<file path="src/rtl/pipe_ctrl_pkg.sv">
// -----------------------------------------------------------------------------
// pipe_ctrl_pkg
// Shared types and constants for the pipeline hazard controller.
//   hazard_state_t : controller FSM encoding (RUN, MEM_WAIT, FAULT)
//   RES_MEM        : Execute result-mux select value that marks a load
//   REG_ZERO       : scalar x0 index (never a real dependency)
//   is_load_use()  : load-use hazard detector shared by RTL users
// -----------------------------------------------------------------------------
package pipe_ctrl_pkg;

    typedef enum logic [1:0] {
        RUN      = 2'b00,
        MEM_WAIT = 2'b01,
        FAULT    = 2'b10
    } hazard_state_t;

    localparam logic [1:0] RES_MEM  = 2'b01;
    localparam logic [5:0] REG_ZERO = 6'd0;

    // A load in Execute whose destination feeds either Decode source.
    // Only index 0 is excluded: 6'd32 is a real vector register.
    function automatic logic is_load_use(
        input logic [1:0] result_source,
        input logic       write_scalar,
        input logic       write_vector,
        input logic [5:0] rd,
        input logic [5:0] r1,
        input logic [5:0] r2
    );
        logic is_load;
        logic writes;
        logic match;
        is_load = (result_source == RES_MEM);
        writes  = write_scalar | write_vector;
        match   = (rd == r1) | (rd == r2);
        return is_load & writes & (rd != REG_ZERO) & match;
    endfunction

endpackage

</file>
<file path="src/rtl/sat_event_counter.sv">
// -----------------------------------------------------------------------------
// sat_event_counter
// Saturating event counter with synchronous clear (clear wins over increment).
// Ports:
//   clock       in   clock
//   async_reset in   asynchronous active-low reset
//   inc         in   count one event this cycle
//   clr         in   synchronous clear
//   count       out  W-bit count, sticks at all-ones
// -----------------------------------------------------------------------------
module sat_event_counter #(
    parameter int W = 32
) (
    input  logic         clock,
    input  logic         async_reset,
    input  logic         inc,
    input  logic         clr,
    output logic [W-1:0] count
);

    localparam logic [W-1:0] CNT_MAX = {W{1'b1}};
    localparam logic [W-1:0] CNT_ONE = W'(1);

    logic [W-1:0] count_q;
    logic [W-1:0] count_d;

    // Next count: clear first, then saturating increment.
    always_comb begin
        count_d = count_q;
        if (clr) begin
            count_d = '0;
        end else if (inc && (count_q != CNT_MAX)) begin
            count_d = count_q + CNT_ONE;
        end else begin
            count_d = count_q;
        end
    end

    // Count register.
    always_ff @(posedge clock or negedge async_reset) begin
        if (!async_reset) begin
            count_q <= '0;
        end else begin
            count_q <= count_d;
        end
    end

    assign count = count_q;

endmodule

</file>
<file path="src/rtl/pipe_hazard_controller.sv">
// -----------------------------------------------------------------------------
// pipe_hazard_controller
// Central stall/flush controller for the five-stage scalar+vector pipeline.
// Drives active-high hold enables and active-low flushes of the pipeline
// registers from load-use hazards, Execute redirects and memory wait states.
// Stall/flush outputs are combinational (same-cycle effect on the registers).
//
// Optional feature macro: HAZARD_PERF_COUNTERS_EN
//   defined     : stall/flush/load-use saturating performance counters built
//   not defined : counter ports tied to zero, no counter flops
//
// Ports:
//   clock, async_reset                 clock, async active-low reset
//   r1_D, r2_D                         Decode source indices (bit 5 = vector)
//   rd_E, result_source_E              Execute destination and result select
//   write_scalar_reg_E/write_vector_reg_E  Execute write-back enables
//   redirect_E                         taken branch/jump resolved in Execute
//   memory_transaction_M, mem_ready    Memory stage handshake
//   counter_clear                      synchronous perf-counter clear
//   enable_F..enable_W                 stage register enables
//   flush_D_n, flush_E_n               active-low D/E register flushes
//   mem_fault                          sticky memory-timeout flag
//   stall_cycles, flush_events, load_use_events   perf counters
// -----------------------------------------------------------------------------
module pipe_hazard_controller
    import pipe_ctrl_pkg::*;
#(
    parameter int MEM_TIMEOUT = 1024,
    parameter int CNT_W       = 32
) (
    input  logic             clock,
    input  logic             async_reset,
    input  logic [5:0]       r1_D,
    input  logic [5:0]       r2_D,
    input  logic [5:0]       rd_E,
    input  logic [1:0]       result_source_E,
    input  logic             write_scalar_reg_E,
    input  logic             write_vector_reg_E,
    input  logic             redirect_E,
    input  logic             memory_transaction_M,
    input  logic             mem_ready,
    input  logic             counter_clear,
    output logic             enable_F,
    output logic             enable_D,
    output logic             enable_E,
    output logic             enable_M,
    output logic             enable_W,
    output logic             flush_D_n,
    output logic             flush_E_n,
    output logic             mem_fault,
    output logic [CNT_W-1:0] stall_cycles,
    output logic [CNT_W-1:0] flush_events,
    output logic [CNT_W-1:0] load_use_events
);

    localparam int                WAIT_W    = $clog2(MEM_TIMEOUT);
    localparam logic [WAIT_W-1:0] WAIT_LAST = WAIT_W'(MEM_TIMEOUT - 1);
    localparam logic [WAIT_W-1:0] WAIT_ONE  = WAIT_W'(1);

    hazard_state_t     state_q;
    hazard_state_t     state_d;
    logic [WAIT_W-1:0] wait_cnt_q;
    logic [WAIT_W-1:0] wait_cnt_d;

    logic       load_use_s;
    logic       mem_stall_s;
    logic [4:0] enables_s;      // {F, D, E, M, W}
    logic       flush_d_n_s;
    logic       flush_e_n_s;
    logic       bubble_s;       // load-use bubble actually inserted

    assign load_use_s  = is_load_use(result_source_E, write_scalar_reg_E,
                                     write_vector_reg_E, rd_E, r1_D, r2_D);
    assign mem_stall_s = memory_transaction_M & ~mem_ready;

    // Priority resolution: freeze > redirect flush > load-use bubble > run.
    always_comb begin
        enables_s   = 5'b11111;
        flush_d_n_s = 1'b1;
        flush_e_n_s = 1'b1;
        bubble_s    = 1'b0;
        if ((state_q == FAULT) || mem_stall_s) begin
            // Frozen pipeline: redirect and load-use wait until it moves again.
            enables_s = 5'b00000;
        end else if (redirect_E) begin
            // The load-use consumer sits in Decode and is flushed anyway.
            flush_d_n_s = 1'b0;
            flush_e_n_s = 1'b0;
        end else if (load_use_s) begin
            enables_s   = 5'b00111;
            flush_e_n_s = 1'b0;
            bubble_s    = 1'b1;
        end else begin
            enables_s   = 5'b11111;
        end
    end

    assign enable_F  = enables_s[4];
    assign enable_D  = enables_s[3];
    assign enable_E  = enables_s[2];
    assign enable_M  = enables_s[1];
    assign enable_W  = enables_s[0];
    assign flush_D_n = flush_d_n_s;
    assign flush_E_n = flush_e_n_s;
    assign mem_fault = (state_q == FAULT);

    // FSM next state and memory-wait counter.
    always_comb begin
        state_d    = state_q;
        wait_cnt_d = wait_cnt_q;
        case (state_q)
            RUN: begin
                wait_cnt_d = '0;
                if (mem_stall_s) begin
                    state_d = MEM_WAIT;
                end else begin
                    state_d = RUN;
                end
            end
            MEM_WAIT: begin
                if (!mem_stall_s) begin
                    state_d    = RUN;
                    wait_cnt_d = wait_cnt_q + WAIT_ONE;
                end else if (wait_cnt_q == WAIT_LAST) begin
                    // Hold the count so it never wraps on the way to FAULT.
                    state_d    = FAULT;
                    wait_cnt_d = wait_cnt_q;
                end else begin
                    state_d    = MEM_WAIT;
                    wait_cnt_d = wait_cnt_q + WAIT_ONE;
                end
            end
            FAULT: begin
                state_d    = FAULT;
                wait_cnt_d = wait_cnt_q;
            end
            default: begin
                state_d    = RUN;
                wait_cnt_d = '0;
            end
        endcase
    end

    // FSM and wait-counter registers.
    always_ff @(posedge clock or negedge async_reset) begin
        if (!async_reset) begin
            state_q    <= RUN;
            wait_cnt_q <= '0;
        end else begin
            state_q    <= state_d;
            wait_cnt_q <= wait_cnt_d;
        end
    end

`ifdef HAZARD_PERF_COUNTERS_EN
    logic stall_any_s;
    logic flush_any_s;

    assign stall_any_s = ~(&enables_s);
    assign flush_any_s = ~flush_d_n_s | ~flush_e_n_s;

    sat_event_counter #(.W(CNT_W)) u_stall_cnt (
        .clock       (clock),
        .async_reset (async_reset),
        .inc         (stall_any_s),
        .clr         (counter_clear),
        .count       (stall_cycles)
    );

    sat_event_counter #(.W(CNT_W)) u_flush_cnt (
        .clock       (clock),
        .async_reset (async_reset),
        .inc         (flush_any_s),
        .clr         (counter_clear),
        .count       (flush_events)
    );

    sat_event_counter #(.W(CNT_W)) u_load_use_cnt (
        .clock       (clock),
        .async_reset (async_reset),
        .inc         (bubble_s),
        .clr         (counter_clear),
        .count       (load_use_events)
    );
`else
    logic unused_perf_s;
    assign unused_perf_s   = counter_clear | bubble_s;
    assign stall_cycles    = '0;
    assign flush_events    = '0;
    assign load_use_events = '0;
`endif

endmodule
</file>
<file path="config.mk">
export PLATFORM = sky130hd
export DESIGN_NAME = pipe_hazard_controller
export DESIGN_NICKNAME = d
export VERILOG_FILES = /design/src/rtl/pipe_ctrl_pkg.sv /design/src/rtl/sat_event_counter.sv /design/src/rtl/pipe_hazard_controller.sv
export SDC_FILE = /design/constraint.sdc
export NUM_CORES = 1
export LEC_CHECK = 0
export BUFFER_PORTS_ARGS = -buffer_cell sky130_fd_sc_hd__clkbuf_2
export CORE_ASPECT_RATIO = 0.9
export CORE_MARGIN = 8
export CORE_UTILIZATION = 43
export CTS_CLUSTER_SIZE = 16
export DETAILED_ROUTE_END_ITERATION = 12
export GPL_ROUTABILITY_DRIVEN = 1
export PLACE_DENSITY = 0.88
export SLEW_MARGIN = 20
export SYNTH_ARGS = -nofsm -noshare
export SYNTH_HDL_FRONTEND = slang
export SYNTH_SLANG_ARGS = --single-unit
export TNS_END_PERCENT = 1
</file>
<file path="constraint.sdc">
create_clock -name clock -period 4 [get_ports clock]
set_input_delay 0.8 -clock clock [delete_from_list [all_inputs] [get_ports clock]]
set_output_delay 0.8 -clock clock [all_outputs]
set_load 0.03 [all_outputs]
</file>
==> impl_metrics.yaml, run 1 <==
yosys:
  synth_edf_count: 0
  yosysWarnings: 0
  synthCells: 194
  ys_seq_elements: 12
  ys_types: 40
  syn-cell-area_um2: 1620
  syn_avg_cell_area_um2: 8.37
  ys_dominant_reg_cell: "dfrtp_1"
  seq_area_frac_synth_pct: 18.5
  synthArstFlopShare_pct: 100
cts:
  worstSkewPairLatency_ns: 0.25
  path_clk_slew_ns: 0.06
  htreeDepth: 1
  root_buffer: "clkbuf_8"
  cts_buffers: 3
  post_cts_resized: 0
  cts_hold_buf: 0
  cts_tree: "done"
  cts_sinks: 12
  cts_post_setup_buffers_inserted: 0
  cts_buffer_depth: 2
place:
  io_buffers: 34
  dpl.hpwl_mm: 3.00
  post_dp_cell_area_um2: 1450
  pre_cts_ws_ns: 1.29
  gp_congestion: 0.819
  dp.cells: 269
drt:
  totalWireLength_mm: 3.34
  firstDrtPassIters: 3
  ant_nets: 0
  viasPerCell: 3.96
  drt_iter0_markers: 14
  drc: 0
  avgRoutedWirePerCell_um: 12.2
  vias: 1080
power_and_ir_drop:
  worst_ir_drop_vdd_uv: 212
  power_switching_mw: 0.205
  power_density_nw_per_um2: 294
  combPwrFrac_pct: 40.9
  seqPwrFrac_pct: 29.1
  p_int_mw: 0.239
  swShare_pct: 46.2
  clkPwrFrac_pct: 30.0
  p_leak_nw: 0.866
critical_path:
  worstSetupPathType: "input port to output port"
  regToRegStartpoint: "wait_cnt_q[0]"
  rrSetupSlack_ns: 2.28
  regToRegEndpoint: "wait_cnt_q[6]"
  cp-end-kind: "output port"
  cp-startpoint: "rd_E[1]"
  start_kind: "input port"
  crit_required_ns: 3.20
  arrival_ns: 1.88
  ff2ff_path_depth: 6
  path_max_fanout: 3
  crit_path_end: "enable_D"
floorplanning:
  num_io_pins: 132
  core_um2: 3680
  start_util_pct: 44.1
  chipWidth_um: 80.8
  num_rows: 21
  die-area_um2: 6000
  die_y_um: 74.3
sta:
  fin_setup_tns_ns: 0
  finalCritPeriodShare_pct: 66.9
  fin_skew_ns: 0.00909
  holdWs_ns: 0.434
  min_period_ns: 2.68
  rsz0062_at_grt: "no"
  finalWorstSetupSlack_ns: 1.32
  fmax_mhz: 374
  final_max_slew_viol_count: 0
  hold_viol_final: 0
  setup_viol: 0
cells_and_area:
  seq_area_um2: 300
  nets: 257
  multi_input_area_um2: 908
  fin_cells: 273
  final_cell_mix: "conb_1 (96), clkbuf_2 (34), nor2_1 (12), xnor2_1 (12), dfrtp_1 (12)"
  n_antenna_cell: 0
  layout-drive-gt1-share_pct: 19.4
  final_common_cell: "conb_1"
  fin_area_um2: 1510
  fillCellCount: 370
  area.growth.synth_to_final_pct: -7.09
global_route:
  antenna_found_initial: 0
  grt.overflow.total: 0
  grt_max_degree: 13
  track_usage_pct: 9.20
  grt_first_pass_wirelength_mm: 4.44
  grt_pass1_vias: 996
flow_run:
  cap_violations: 0
status:
  status: "finished clean"
worst_hold_path:
  hold_class: "input port to asynchronous set/reset pin"
==> logic make-up (layout without fill, tap and decap cells) <==
group                    after synthesis  count (layout)  share of synthesized area, %
other                                  1              96                         0.231
AO/OA/AOI/OAI                         22              22                          10.9
buffers and inverters                104              42                          47.5
AND/OR/NAND/NOR                       41              41                          14.9
flip-flops                            12              12                          18.5
multiplexers                           1               1                         0.616
adder cells (fa/ha/maj)                1               1                         0.770
XOR/XNOR                              12              12                          6.47
==> layer usage <==
metal  track usage, %  share of wire, %
met1             8.87                30
met2             17.3                52
met3             4.47                17
met4             1.78              0.30
met5                0                 0
==> state kept, by name (all words and copies together) (netlist names) <==
signal,cells
wait_cnt_q,10
state_q,2
==> synthesized netlist by cell type (2+ instances only) <==
master / instances / area [um^2]
a31oi_1: 3 / 18.8
nand2b_1: 2 / 12.5
o21ai_0: 2 / 10.0
a211o_1: 3 / 26.3
xnor2_1: 12 / 105
inv_1: 3 / 11.3
nand2_1: 6 / 22.5
buf_4: 99 / 743
o31ai_1: 2 / 15.0
nand4_1: 2 / 12.5
nor4_1: 2 / 12.5
nand3_1: 2 / 10.0
dfrtp_1: 12 / 300
a221o_1: 3 / 30.0
nor2_1: 12 / 45.0
nor3_1: 5 / 25.0
==> stage by stage <==
stage	power, mW	util (%)
2_1_floorplan	0.357	-
4_1_cts	0.441	41.0
3_3_place_gp	0.307	39.5
5_1_grt	0.465	41.0
6_report	0.443	41.0
3_5_place_dp	0.308	39.5
==> critical path, stage by stage <==
cell,delay [ns]
clkbuf_2,0.11
nor4_1,0.32
a211o_1,0.19
nor2_1,0.04
a21oi_1,0.17
clkbuf_2,0.24
==> how the worst min path moves through the flow <==
stage	endpoint	slack, ns	cells after the start
after floorplan	state_q[0]	0.43	1
after global placement	state_q[0]	0.44	1
after detailed placement	state_q[0]	0.46	1
after CTS	wait_cnt_q[9]	0.44	1
after global routing	wait_cnt_q[2]	0.45	1
final	wait_cnt_q[9]	0.43	1
==> power groups by stage <==
| stage | registers [mW] | clock network [mW] | logic, mW |
|---|---|---|---|
| floorplan | 0.130 | 0 | 0.226 |
| CTS | 0.129 | 0.135 | 0.178 |
| global route | 0.129 | 0.143 | 0.194 |
| detailed placement | 0.131 | 0 | 0.178 |
| finish | 0.129 | 0.133 | 0.181 |
| global placement | 0.131 | 0 | 0.176 |
==> final cells by class <==
| type | instances | share of cell area [%] |
|---|---|---|
| multi-input combinational | 173 | 60.2 |
| sequential | 12 | 19.9 |
| tap | 46 | 3.81 |
| timing repair buffer | 34 | 11.3 |
| clock buffer | 4 | 3.65 |
| inverter | 4 | 1.16 |
(Power assumes the default switching activity.)
==> run 2, diff against run 1 <==
--- a/config.mk
+++ b/config.mk
@@ -8,11 +8,11 @@
 export BUFFER_PORTS_ARGS = -buffer_cell sky130_fd_sc_hd__clkbuf_2
 export CORE_ASPECT_RATIO = 0.9
 export CORE_MARGIN = 8
-export CORE_UTILIZATION = 43
+export CORE_UTILIZATION = 40
 export CTS_CLUSTER_SIZE = 16
 export DETAILED_ROUTE_END_ITERATION = 12
 export GPL_ROUTABILITY_DRIVEN = 1
-export PLACE_DENSITY = 0.88
+export PLACE_DENSITY = 0.83
 export SLEW_MARGIN = 20
 export SYNTH_ARGS = -nofsm -noshare
 export SYNTH_HDL_FRONTEND = slang
==> constraint.sdc (replaced) <==
create_clock -name clock -period 2.5 [get_ports clock]
set_input_delay 0.5 -clock clock [delete_from_list [all_inputs] [get_ports clock]]
set_output_delay 0.5 -clock clock [all_outputs]
set_load 0.03 [all_outputs]
==> run 2 against run 1 <==
Clock-buffer cell count stayed put. Hold slack got worse by 0.30 ns. Wire length decreased by 1.1%. Die area up 5.9%. Cell area increased by 0.17%. Critical path depth unchanged. Utilization decreased by 3.2 points. Clock power is 63% higher. Sequential cell count unchanged. Power up 61%. Critical path type unchanged. Critical endpoint is now enable_F. Largest power group unchanged. Highest routed layer unchanged.
==> impl_metrics.yaml, run 2 (synthesis gave the netlist of run 1 again) <==
sta:
  rsz0062_at_grt: "no"
  min_period_ns: 2.14
  fin_skew_ns: 0.00408
  setup_viol: 0
  finalCritPeriodShare_pct: 85.5
  fmax_mhz: 468
  final_max_slew_viol_count: 0
  hold_viol_final: 0
  fin_setup_tns_ns: 0
drt:
  drt_iter0_markers: 30
  firstDrtPassIters: 5
  avgRoutedWirePerCell_um: 12.0
  vias: 1108
  ant_nets: 0
  viasPerCell: 4.03
  totalWireLength_mm: 3.31
  drc: 0
cts:
  path_clk_slew_ns: 0.06
  htreeDepth: 1
  cts_hold_buf: 0
  cts_post_setup_buffers_inserted: 0
  post_cts_resized: 0
  cts_tree: "done"
  cts_sinks: 12
  root_buffer: "clkbuf_8"
  worstSkewPairLatency_ns: 0.24
  cts_buffers: 3
  cts_buffer_depth: 2
cells_and_area:
  multi_input_area_um2: 908
  top_register: "wait_cnt_q"
  final_common_cell: "conb_1"
  n_antenna_cell: 0
  top_regs: "wait_cnt_q: 10 flops, state_q: 2 flops"
  seq_area_um2: 300
  largest_reg_flops: 10
  nets: 257
  fillCellCount: 402
  fin_cells: 275
  layout-drive-gt1-share_pct: 19.4
  area.growth.synth_to_final_pct: -6.93
  final_cell_mix: "conb_1 (96), clkbuf_2 (34), nor2_1 (12), xnor2_1 (12), dfrtp_1 (12)"
place:
  dpl.hpwl_mm: 2.85
  dp.cells: 271
  io_buffers: 34
  gp_congestion: 0.809
power_and_ir_drop:
  power_density_nw_per_um2: 472
  p_leak_nw: 0.866
  p_total_mw: 0.713
  worst_ir_drop_vdd_uv: 254
worst_hold_path:
  hold_class: "input port to asynchronous set/reset pin"
critical_path:
  path_max_fanout: 3
  critPathSlowestCell: "nor4_1"
  start_kind: "input port"
  worst_path_most_repeated_cell: "clkbuf_2"
  cp-end-kind: "output port"
  arrival_ns: 1.64
  crit_chain: "clkbuf_2 -> nor4_1 -> a211o_1 -> nor2_1 -> a21oi_1 -> clkbuf_2"
  worstSetupPathType: "input port to output port"
  crit_required_ns: 2.00
  cpPeakStageDelay_ns: 0.33
floorplanning:
  core_um2: 3990
  start_util_pct: 40.7
  num_rows: 22
  num_io_pins: 132
  chipWidth_um: 83.2
  die_y_um: 76.5
  die-area_um2: 6360
status:
  status: "finished clean"
global_route:
  grt_pass1_vias: 1129
  grt_first_pass_wirelength_mm: 5.17
  grt.overflow.total: 0
  antenna_found_initial: 0
  grt_max_degree: 13
  track_usage_pct: 9.38
flow_run:
  cap_violations: 0
run 2: layout make-up:
| class | instances | area share, % |
|---|---|---|
| repair buffers | 34 | 11.3 |
| multi-input cells | 173 | 60.1 |
| inverters | 4 | 1.16 |
| flip-flops and latches | 12 | 19.9 |
| well taps | 48 | 3.97 |
| clock buffers | 4 | 3.64 |
run 2: where the power goes:
part	leakage, nW	switching (mW)	internal, mW
logic	0.672	0.247	0.0427
clock network	0.0288	0.0777	0.139
registers	0.164	0.00633	0.200
total	0.866	0.331	0.382
run 2: worst max-delay path: cells and delay by family:
kind | cells | cell delay [ns]
AO/OA/AOI/OAI | 2 | 0.40
buffers and inverters | 2 | 0.36
AND/OR/NAND/NOR | 2 | 0.37
run 2: path summary, 6_finish.rpt:
check                              startpoint             to  slack (ns)  cells after the start
worst max register to register  wait_cnt_q[0]  wait_cnt_q[7]        0.76                      6
worst max-delay path                  rd_E[1]       enable_F        0.36                      6
max in group asynchronous         async_reset  wait_cnt_q[9]        2.13                      1
worst min register to register     state_q[1]     state_q[0]        0.47                      1
worst min-delay path              async_reset  wait_cnt_q[2]        0.14                      1
min in group clock                 state_q[1]     state_q[0]        0.47                      1
run 2: stage by stage:
stage | instance area [um^2] | setup WS (ns) | utilization, % | hold slack [ns]
6_report | 1510 | 0.362 | 37.9 | 0.136
3_3_place_gp | 1460 | 0.370 | 36.5 | 0.401
3_5_place_dp | 1460 | 0.369 | 36.5 | 0.404
4_1_cts | 1510 | 0.359 | 37.9 | 0.144
5_1_grt | 1510 | 0.273 | 37.9 | 0.150
2_1_floorplan | 1980 | 0.187 | - | 0.204
run 2: routing by layer:
layer	share of wire, %	up-vias	global-route usage, %
met5	0	-	0
met4	0.64	0	3.16
met3	11	2	5.02
met2	55	60	18.7
met1	33	526	7.37
li1	-	520	-
==> run 3, diff against run 2 <==
--- a/config.mk
+++ b/config.mk
@@ -12,6 +12,7 @@
 export CTS_CLUSTER_SIZE = 16
 export DETAILED_ROUTE_END_ITERATION = 12
 export GPL_ROUTABILITY_DRIVEN = 1
+export MAX_ROUTING_LAYER = met4
 export PLACE_DENSITY = 0.83
 export SLEW_MARGIN = 20
 export SYNTH_ARGS = -nofsm -noshare
==> run 3 against run 2 <==
Sequential power about the same. Clock power about the same. Non-clock buffer count unchanged. Fmax did not move. Largest cell class unchanged. Largest power group unchanged. Highest routed layer unchanged.
==> impl_metrics.yaml, run 3 (synthesis gave the netlist of run 1 again) <==
power_and_ir_drop:
  worst_ir_drop_vdd_uv: 254
  p_leak_nw: 0.866
  p_total_mw: 0.713
  power_density_nw_per_um2: 472
cells_and_area:
  finish.utilization_pct: 37.9
  largest_reg_flops: 10
  area.growth.synth_to_final_pct: -6.93
  seq_area_um2: 300
  n_antenna_cell: 0
  fillCellCount: 402
  top_regs: "wait_cnt_q: 10 flops, state_q: 2 flops"
  layout-drive-gt1-share_pct: 19.4
  top_register: "wait_cnt_q"
  final_cell_mix: "conb_1 (96), clkbuf_2 (34), nor2_1 (12), xnor2_1 (12), dfrtp_1 (12)"
  nets: 257
  multi_input_area_um2: 908
  final_common_cell: "conb_1"
cts:
  cts_buffer_depth: 2
  post_cts_resized: 0
  cts_post_setup_buffers_inserted: 0
  cts_hold_buf: 0
  path_clk_slew_ns: 0.06
  cts_buffers: 3
  cts_tree: "done"
  cts_sinks: 12
  root_buffer: "clkbuf_8"
  worstSkewPairLatency_ns: 0.24
  htreeDepth: 1
sta:
  fmax_mhz: 468
  setup_viol: 0
  final_max_slew_viol_count: 0
  fin_setup_tns_ns: 0
  finalCritPeriodShare_pct: 85.5
  fin_skew_ns: 0.00419
  min_period_ns: 2.14
  hold_viol_final: 0
  rsz0062_at_grt: "no"
global_route:
  grt_max_degree: 13
  track_usage_pct: 9.64
  grt_pass1_vias: 1129
  antenna_found_initial: 0
  grt_first_pass_wirelength_mm: 5.17
  grt.overflow.total: 0
floorplanning:
  die_y_um: 76.5
  num_rows: 22
  start_util_pct: 40.7
  core_um2: 3990
  num_io_pins: 132
  die-area_um2: 6360
  chipWidth_um: 83.2
critical_path:
  cpPeakStageDelay_ns: 0.33
  crit_cells: 6
  start_kind: "input port"
  crit_chain: "clkbuf_2 -> nor4_1 -> a211o_1 -> nor2_1 -> a21oi_1 -> clkbuf_2"
  ff2ff_path_depth: 6
  worst_path_most_repeated_cell: "clkbuf_2"
  critPathSlowestCell: "nor4_1"
  crit_required_ns: 2.00
  cp_top_family: "compound AO/OA/AOI/OAI gates"
  worstSetupPathType: "input port to output port"
  path_max_fanout: 3
  arrival_ns: 1.64
  cp-end-kind: "output port"
  cp_num_buf_inv: 2
place:
  io_buffers: 34
  dpl.hpwl_mm: 2.85
  gp_congestion: 0.821
status:
  status: "finished clean"
drt:
  totalWireLength_mm: 3.30
  vias: 1109
  viasPerCell: 4.03
  firstDrtPassIters: 5
  drc: 0
  avgRoutedWirePerCell_um: 12.0
  drt_iter0_markers: 26
  ant_nets: 0
flow_run:
  cap_violations: 0
worst_hold_path:
  hold_class: "input port to asynchronous set/reset pin"
[run 3: cell counts in the layout (fill, tap and decap cells not counted)]
No cell type changed its count.
[run 3: layout make-up]
class	count	area share, %
Inverter	4	1.16
Clock buffer	4	3.64
Timing Repair Buffer	34	11.3
Multi-Input combinational cell	173	60.1
Sequential cell	12	19.9
Tap cell	48	3.97
[run 3: power by group]
part	internal, mW	switching (mW)
combinational	0.0427	0.247
sequential	0.200	0.00633
clock	0.139	0.0776
[run 3: metal layers]
metal,part of all wire [%],track usage [%],vias up
met1,33,7.37,527
li1,-,-,520
met3,11,5.02,2
met2,55,18.7,60
met5,0,-,-
met4,0.70,3.16,0
[run 3: worst register-to-register path, stage by stage, from the launching register on]
cell     delay (ns)
dfrtp_1        0.42
ha_1           0.29
nand4_4        0.15
nor3_4         0.07
a21oi_4        0.25
inv_4          0.09
a221o_1        0.36
[run 3: through the flow]
stage / cells / setup slack (ns) / hold WS [ns] / cell area [um^2]
global route: 275 / 0.273 / 0.150 / 1510
finish: 275 / 0.362 / 0.136 / 1510
floorplan: 289 / 0.187 / 0.204 / 1980
CTS: 275 / 0.359 / 0.144 / 1510
detailed placement: 271 / 0.369 / 0.404 / 1460
global placement: 271 / 0.370 / 0.401 / 1460
[run 3: worst paths after layout]
kind,slack (ns),from,end
min,0.14,async_reset,wait_cnt_q[2]
min reg2reg,0.47,state_q[1],state_q[0]
max,0.36,rd_E[1],enable_F
max in group asynchronous,2.12,async_reset,wait_cnt_q[9]
max reg2reg,0.76,wait_cnt_q[0],wait_cnt_q[7]
min in group clock,0.47,state_q[1],state_q[0]
